**config.mk**
```make
export PLATFORM = sky130hd
export DESIGN_NAME = wb_regfile_flat
export DESIGN_NICKNAME = d
export VERILOG_FILES = /design/src/rtl/wb_regfile_pkg.sv /design/src/rtl/wb_regfile_if.sv /design/src/rtl/wb_regfile_mux.sv /design/src/rtl/wb_regfile.sv /design/src/flat_wrapper.sv
export SDC_FILE = /design/constraint.sdc
export NUM_CORES = 1
export LEC_CHECK = 0
export CORE_MARGIN = 4
export CORE_UTILIZATION = 45
export CTS_CLUSTER_SIZE = 30
export DETAILED_ROUTE_END_ITERATION = 10
export PLACE_DENSITY_LB_ADDON = 0.08
export SETUP_SLACK_MARGIN = 0.05
export SYNTH_ARGS = -nofsm -noshare
export SYNTH_HDL_FRONTEND = slang
export SYNTH_SLANG_ARGS = --single-unit
```
**constraint.sdc**
```tcl
create_clock -name CLK -period 13.7 [get_ports CLK]
set_clock_uncertainty 0.1 [all_clocks]
set_input_delay 2.74 -clock CLK [delete_from_list [all_inputs] [get_ports CLK]]
set_output_delay 2.74 -clock CLK [all_outputs]
set_load 0.03 [all_outputs]
```
**src/rtl/wb_regfile_pkg.sv**
```systemverilog
// wb_regfile_pkg: shared processor constants for the writeback stage.
//   WB_ALU/WB_MEM/WB_PC2 : write-data select encodings (3 aliases ALU)
//   NREGS                : architectural register count
//   DW                   : data width
package wb_regfile_pkg;
   localparam int DW    = 16;
   localparam int NREGS = 8;
   localparam int RW    = $clog2(NREGS);

   localparam logic [1:0] WB_ALU = 2'd0;
   localparam logic [1:0] WB_MEM = 2'd1;
   localparam logic [1:0] WB_PC2 = 2'd2;
endpackage

```
**src/rtl/wb_regfile_if.sv**
```systemverilog
// wb_regfile_if: writeback/read bundle between the pipeline and the regfile.
//   Writeback inputs : Enable, WBRegWrite, WBSrc, WBALUResult, WBMemData,
//                      WBPCP2, WBRd
//   Read ports       : RsA/RsB in, OA/OB out
//   Status outputs   : WriteCount, WBData, WBCommit
interface wb_regfile_if;
   import wb_regfile_pkg::*;

   logic            Enable;
   logic            WBRegWrite;
   logic [1:0]      WBSrc;
   logic [DW-1:0]   WBALUResult;
   logic [DW-1:0]   WBMemData;
   logic [DW-1:0]   WBPCP2;
   logic [RW-1:0]   WBRd;
   logic [RW-1:0]   RsA;
   logic [RW-1:0]   RsB;
   logic [DW-1:0]   OA;
   logic [DW-1:0]   OB;
   logic [DW-1:0]   WriteCount;
   logic [DW-1:0]   WBData;
   logic            WBCommit;

   modport master (
      output Enable, WBRegWrite, WBSrc, WBALUResult, WBMemData, WBPCP2, WBRd,
             RsA, RsB,
      input  OA, OB, WriteCount, WBData, WBCommit
   );

   modport slave (
      input  Enable, WBRegWrite, WBSrc, WBALUResult, WBMemData, WBPCP2, WBRd,
             RsA, RsB,
      output OA, OB, WriteCount, WBData, WBCommit
   );
endinterface

```
**src/rtl/wb_regfile_mux.sv**
```systemverilog
// wb_mux: combinational writeback data select.
//   src  : select (WB_ALU, WB_MEM, WB_PC2; code 3 falls back to ALU)
//   alu  : ALU result
//   mem  : load data
//   pc2  : link value
//   data : selected write data
module wb_mux
   import wb_regfile_pkg::*;
(
   input  logic [1:0]    src,
   input  logic [DW-1:0] alu,
   input  logic [DW-1:0] mem,
   input  logic [DW-1:0] pc2,
   output logic [DW-1:0] data
);
   always_comb begin
      data = alu;
      case (src)
         WB_MEM:  data = mem;
         WB_PC2:  data = pc2;
         default: data = alu;
      endcase
   end
endmodule

```
**src/rtl/wb_regfile.sv**
```systemverilog
// wb_regfile: 8 x 16-bit register file with writeback-stage write port,
// two write-through read ports and a committed-write counter.
//   CLK   : clock, rising edge
//   Reset : asynchronous active-high clear of registers and counter
//   wb    : slave side of wb_regfile_if (writeback inputs, read ports,
//           WriteCount, WBData/WBCommit for forwarding)
module wb_regfile
   import wb_regfile_pkg::*;
(
   input  logic         CLK,
   input  logic         Reset,
   wb_regfile_if.slave  wb
);
   logic [DW-1:0]            data;
   logic                     commit;
   logic [NREGS-1:0][DW-1:0] regs;
   logic [DW-1:0]            count;

   wb_mux u_mux (
      .src  (wb.WBSrc),
      .alu  (wb.WBALUResult),
      .mem  (wb.WBMemData),
      .pc2  (wb.WBPCP2),
      .data (data)
   );

   assign commit = wb.Enable & wb.WBRegWrite;

   // Reset has priority over a pending commit, so nothing is written or
   // counted while it is held.
   always_ff @(posedge CLK or posedge Reset) begin
      if (Reset) begin
         regs  <= '0;
         count <= '0;
      end else if (commit) begin
         regs[wb.WBRd] <= data;
         count         <= count + DW'(1);
      end
   end

   // Write-through: a same-cycle commit to the read index is returned
   // directly so decode sees it without waiting for the edge.
   assign wb.OA = (commit && (wb.RsA == wb.WBRd)) ? data : regs[wb.RsA];
   assign wb.OB = (commit && (wb.RsB == wb.WBRd)) ? data : regs[wb.RsB];

   assign wb.WriteCount = count;
   assign wb.WBData     = data;
   assign wb.WBCommit   = commit;
endmodule

```
**src/flat_wrapper.sv**
```systemverilog
// flat-port wrapper written by rule: the top's interface ports become plain ports
module wb_regfile_flat import wb_regfile_pkg::*;
  (CLK, Reset, wb_Enable, wb_WBRegWrite, wb_WBSrc, wb_WBALUResult, wb_WBMemData, wb_WBPCP2, wb_WBRd, wb_RsA, wb_RsB, wb_OA, wb_OB, wb_WriteCount, wb_WBData, wb_WBCommit);
  wb_regfile_if wb_i ();
  input  logic CLK;
  input  logic Reset;
  input wire logic [$bits(wb_i.Enable)-1:0] wb_Enable;
  input wire logic [$bits(wb_i.WBRegWrite)-1:0] wb_WBRegWrite;
  input wire logic [$bits(wb_i.WBSrc)-1:0] wb_WBSrc;
  input wire logic [$bits(wb_i.WBALUResult)-1:0] wb_WBALUResult;
  input wire logic [$bits(wb_i.WBMemData)-1:0] wb_WBMemData;
  input wire logic [$bits(wb_i.WBPCP2)-1:0] wb_WBPCP2;
  input wire logic [$bits(wb_i.WBRd)-1:0] wb_WBRd;
  input wire logic [$bits(wb_i.RsA)-1:0] wb_RsA;
  input wire logic [$bits(wb_i.RsB)-1:0] wb_RsB;
  output wire logic [$bits(wb_i.OA)-1:0] wb_OA;
  output wire logic [$bits(wb_i.OB)-1:0] wb_OB;
  output wire logic [$bits(wb_i.WriteCount)-1:0] wb_WriteCount;
  output wire logic [$bits(wb_i.WBData)-1:0] wb_WBData;
  output wire logic [$bits(wb_i.WBCommit)-1:0] wb_WBCommit;
  assign wb_i.Enable = wb_Enable;
  assign wb_i.WBRegWrite = wb_WBRegWrite;
  assign wb_i.WBSrc = wb_WBSrc;
  assign wb_i.WBALUResult = wb_WBALUResult;
  assign wb_i.WBMemData = wb_WBMemData;
  assign wb_i.WBPCP2 = wb_WBPCP2;
  assign wb_i.WBRd = wb_WBRd;
  assign wb_i.RsA = wb_RsA;
  assign wb_i.RsB = wb_RsB;
  assign wb_OA = wb_i.OA;
  assign wb_OB = wb_i.OB;
  assign wb_WriteCount = wb_i.WriteCount;
  assign wb_WBData = wb_i.WBData;
  assign wb_WBCommit = wb_i.WBCommit;
  wb_regfile u_core (.CLK(CLK), .Reset(Reset), .wb(wb_i));
endmodule
```
## Yosys cells after proc, flatten, opt, wreduce, memory -nomap -nowiden

Index checks and enable logic that the tools add are counted.

| cells by class | value |
|---|---|
| $add $sub $neg | 1 |
| order comparisons | 4 |
| equality and inequality tests | 4 |
| mux-type cells | 10 |
| reductions and logical operators | 3 |
| bitwise gates (word level) | 1 |

Operator list:

| cell | count |
|---|---|
| bitwise mux 128 bit | 1 |
| binary-select mux 16 bit (select 3 bit) | 2 |
| two-way mux 16 bit | 5 |
| demux 16 bit (select 3 bit) | 1 |
| one-hot mux 16 bit (2 select lines) | 1 |
| adder 16 x 1 -> 16 bit, second input constant | 1 |
| < comparator 3 x 4 -> 1 bit, second input constant | 3 |
| == test 3 bit | 2 |
| greater-or-equal comparator 3 x 1 -> 1 bit, second input constant | 1 |
| logical AND 1 bit | 3 |
| == test 2 x 1 -> 1 bit, second input constant | 1 |
| == test 2 bit, second input constant | 1 |
| bitwise AND 1 bit | 1 |

| word-level totals | value |
|---|---|
| flip-flop bits (word level) | 144 |
| logic and storage cells | 32 |
| input bits | 63 |

## Depth between registers and ports, before layout

| depth | value |
|---|---|
| word-level depth | 5 |
| gate-level depth with buffers | 8 |
| depth with buffers taken out | 6 |

## Hierarchy

Synthesis repeated with hierarchy kept, for this count alone.

| second synthesis, totals | value |
|---|---|
| cell total of the unflattened synthesis | 613 |
| area total of the unflattened synthesis | 8,323.0 um^2 |

Modules (own cells, without submodules):

| module | cells an instance | area an instance (um^2) | seq. area each (um^2) | times used |
|---|---|---|---|---|
| wb_regfile | 554 | 7,903.8 | 3,603.5 | 1 |
| wb_mux | 59 | 419.2 | 0.0 | 1 |

## Worst setup path after synthesis

Ideal clock, no wire load.

| path | value |
|---|---|
| path type | in2out |
| from | input port wb_WBRd[2] |
| to | output port wb_OB[10] |
| required time | 10.860 ns |
| setup slack | 6.641 ns |
| data arrival time | 4.219 ns |
| stages on the path | 6 |
| cell sequence | buf_2 xor2_1 nor4_4 buf_4 a211oi_2 a21oi_1 |

| between the ends | value |
|---|---|
| longest elaborated chain between the ends | 3 |

Ends and longest elaborated chain:

| element | line | source |
|---|---|---|
| start, declared | flat_wrapper.sv:13 | `input wire logic [$bits(wb_i.WBRd)-1:0] wb_WBRd;` |
| == test 3 bit | wb_regfile.sv:44 | `assign wb.OB = (commit && (wb.RsB == wb.WBRd)) ? data : regs[wb.RsB];` |
| logical AND 1 bit | wb_regfile.sv:44 |  |
| two-way mux 16 bit | wb_regfile.sv:44 |  |
| end, declared | flat_wrapper.sv:17 | `output wire logic [$bits(wb_i.OB)-1:0] wb_OB;` |

No other way between the ends.

## Final worst setup path

| path | value |
|---|---|
| from | input port wb_RsB[2] |
| to | output port wb_OB[14] |

| between the ends | value |
|---|---|
| longest elaborated chain between the ends | 3 |
| elaborated cells on any way between the ends | 5 |

Ends and longest elaborated chain:

| element | line | source |
|---|---|---|
| start, declared | flat_wrapper.sv:15 | `input wire logic [$bits(wb_i.RsB)-1:0] wb_RsB;` |
| binary-select mux 16 bit (select 3 bit) / == test 3 bit (equally long branches) | wb_regfile.sv:44 |  |
| two-way mux 16 bit (not written as such) / logical AND 1 bit (equally long branches) | wb_regfile.sv:44 |  |
| two-way mux 16 bit (*) | wb_regfile.sv:44 |  |

Mark *: on every way between the ends. The rest lies on a longest branch, timed or not. The select of a mux whose other input is x is not followed.

==> flow_metrics.tcl <==
set metrics [dict create \
    synthMuxAreaShare_pct 24.1 \
    min_period_ns 8.95 \
    tightestPinTransition_ns 1.05 \
    route.detailed.drc 0 \
    cts_tree "built" \
    yosysSeqAreaShare_pct 43.7 \
    synth-simple-area-share_pct 10.3 \
    maxSlewViolCount 0 \
    synth_nets 765 \
    io_pins 128 \
    slew_headroom_pct 29.3 \
    r2r_setup_slack_ns 11.90 \
    port_buffers 127 \
    avgSynthCellArea_um2 11.8 \
    hpwl_mm 14.6 \
    ir_worst_vdd_mv 0.105 \
    clock-root-buffer "clkbuf_16" \
    numCtsBuffers 17 \
    fp.dieH_um 143 \
    htreeDepth 4 \
    cts_hold_buf 0 \
    clk_latency_ns 0.41 \
    cts_sinks 144 \
    yosysWarningCount 0 \
    synth-compound-area-share_pct 14.2 \
    dieArea_um2 20500 \
    drt-wirelength-per-cell_um 21.2 \
    synth.cell_area_um2 8240 \
    endpoint "wb_OB[14]" \
    antenna_found_initial 0 \
    placementRows 49 \
    timing.fmax_ghz 0.112 \
    grtUsageTotal_pct 22.8 \
    initial_core_util_pct 45.9 \
    syn_to_final_growth_pct 23.6 \
    power-per-cell-area_nw_per_um2 149 \
    synth-edff-count 0 \
    instances_no_fill 1046 \
    finalPower_mw 1.52 \
    hold_violations 0 \
    critPathLaunch "wb_RsB[2]" \
    grt_pass1_wl_mm 35.6 \
    vias 6056 \
    grt_max_degree 74 \
    end_kind "output pin" \
    ys_seq_elements 144 \
    worstReg2RegStart "u_core.wb.WriteCount[2]$_DFFE_PP0P_" \
    rsz0062_at_grt "no" \
    drt_iter0_markers 340 \
    synth.area.top_cells "dfrtp_1, mux4_2, mux2_2" \
    postRouteAntennaNets 0 \
    dr.pass1.iters 5 \
    antenna_cells 0 \
    postCtsSetupBuffers 0 \
    leakage_nw 4.26 \
    path_max_fanout 33 \
    clock_tree.buffer_depth 2 \
    cts_resized 0 \
    clkTransAtPathRegs_ns 0.06 \
    syn_inst 699 \
    r2r-end "u_core.wb.WriteCount[15]$_DFFE_PP0P_" \
    critPathKind "primary input to output pin" \
    synth_top_cell_area_share_pct 43.7 \
    viasPerCell 5.79 \
    nNetsFinal 872 \
    drv_cap 0 \
    worstPathRequired_ns 10.86 \
    wl_mm 22.2 \
    synth_cell_types 36 \
    start_kind "primary input" \
    gp_congestion 0.808 \
    core_area_um2 18000 \
    synth_area_leader_cell "dfrtp_1" \
    drive_gt1_share_pct 23.5 \
    fp.dieW_um 143 \
    hp-class "flip-flop to flip-flop" \
    synthAdderAreaFrac_pct 0.456 \
    outcome "complete, no violations" \
    fin_crit_sh_pct 65.3 \
    synth-main-ff-cell "dfrtp_1" \
    setup-tns-final_ns 0 \
    cp.arrival_ns 6.11 \
    synth_xor_area_share_pct 2.23 \
    dp_cells 1016 \
    synthArstFlopShare_pct 100 \
    synth_top_family_by_area "multiplexers" \
    finalSetupViolCount 0 \
    overflow 0 \
    grt_pass1_vias 6342 \
    rr_worst_depth 4 \
]
-- power by group --
| group | switching [mW] | total [mW] | internal (mW) |
|---|---|---|---|
| Combinational | 0.225 | 0.460 | 0.235 |
| Clock | 0.175 | 0.468 | 0.294 |
| Sequential | 0.0735 | 0.590 | 0.517 |
-- placed cells by master (no fill, tap or decap), types with 2 or more instances in the layout --
master and n:
nor4_4 2, bufinv_16 3, clkdlybuf4s50_1 125, a211oi_1 7, nor4_1 2, a21oi_1 32
inv_1 19, o21ai_0 80, dfrtp_1 144, ha_1 3, o21a_1 16, clkinv_2 3
nand4b_1 2, nand2_1 104, and3_1 2, nor2_1 3, a211oi_2 25, clkinvlp_4 2
nand3_1 6, mux2_2 48, clkbuf_16 17, xor2_1 11, buf_2 2, nor4b_4 2
clkbuf_8 2, buf_4 17, mux4_2 64, nor2b_1 32, clkinv_4 2, nand4_1 6
a22oi_1 16, xnor2_1 10
-- flip-flops by register name (all words and copies together) (netlist names) --
| signal | cells |
|---|---|
| u_core.wb.WriteCount | 16 |
| u_core.regs | 128 |
-- through the flow --
step	worst slack, ns	area (µm²)	hold WS [ns]	utilization, %
floorplan	6.64	8240	0.361	-
global placement	4.79	9580	0.364	53.3
detailed placement	4.73	9580	0.375	53.3
CTS	4.74	10200	0.383	56.7
global route	4.55	10200	0.385	56.7
finish	4.75	10200	0.372	56.7
-- routing by layer --
layer | up-vias | track usage (%) | share of wire, %
met2 | 205 | 38.4 | 50
met4 | 0 | 6.19 | 1.6
met1 | 3043 | 30.4 | 43
met3 | 23 | 4.63 | 5.5
li1 | 2785 | - | -
met5 | - | 0 | 0
-- layout make-up --
cell class	instances	area (µm²)
clock buffers	20	457
well taps	229	287
multi-input cells	478	4220
inverters	21	83.8
repair buffers	144	1390
clock inverters	10	138
flip-flops and latches	144	3600
fillers	1528	7790
-- worst min-delay path by stage --
stage | startpoint | end | slack [ns] | cells past startpoint
2_1_floorplan | u_core.regs[100]$_DFFE_PP0P_ | u_core.regs[100]$_DFFE_PP0P_ | 0.36 | 2
3_3_place_gp | u_core.wb.WriteCount[15]$_DFFE_PP0P_ | u_core.wb.WriteCount[15]$_DFFE_PP0P_ | 0.36 | 1
3_5_place_dp | u_core.wb.WriteCount[15]$_DFFE_PP0P_ | u_core.wb.WriteCount[15]$_DFFE_PP0P_ | 0.38 | 1
4_1_cts | u_core.wb.WriteCount[15]$_DFFE_PP0P_ | u_core.wb.WriteCount[15]$_DFFE_PP0P_ | 0.38 | 1
5_1_grt | u_core.wb.WriteCount[15]$_DFFE_PP0P_ | u_core.wb.WriteCount[15]$_DFFE_PP0P_ | 0.38 | 1
6_report | u_core.wb.WriteCount[15]$_DFFE_PP0P_ | u_core.wb.WriteCount[15]$_DFFE_PP0P_ | 0.37 | 1
-- synthesized netlist by cell type (2+ instances only) --
master / count
a211oi_1: 7
a211oi_2: 25
a21oi_1: 32
a22oi_1: 16
and3_1: 2
buf_2: 26
buf_4: 5
buf_6: 6
clkbuf_1: 16
dfrtp_1: 144
ha_1: 3
inv_1: 20
mux2_2: 48
mux4_2: 64
nand2_1: 104
nand3_1: 6
nand4_1: 6
nand4b_1: 2
nor2_1: 3
nor2b_1: 32
nor4_1: 2
nor4_4: 2
nor4b_4: 2
o21a_1: 16
o21ai_0: 80
xnor2_1: 10
xor2_1: 11
-- worst max-delay path, stage by stage --
cell and delay [ns]:
clkdlybuf4s50_1 0.47, buf_4 0.42, xor2_1 0.18, nor4_4 0.94, buf_4 0.43, a211oi_2 0.06, a21oi_1 0.16, clkdlybuf4s50_1 0.69
-- kinds of logic after synthesis --
family / Yosys count
flip-flops: 144
adder cells (fa/ha/maj): 3
buffers and inverters: 77
XOR/XNOR: 21
multiplexers: 112
AND/OR/NAND/NOR: 166
AO/OA/AOI/OAI: 176
Note: power is estimated with default switching activity, not from simulation.
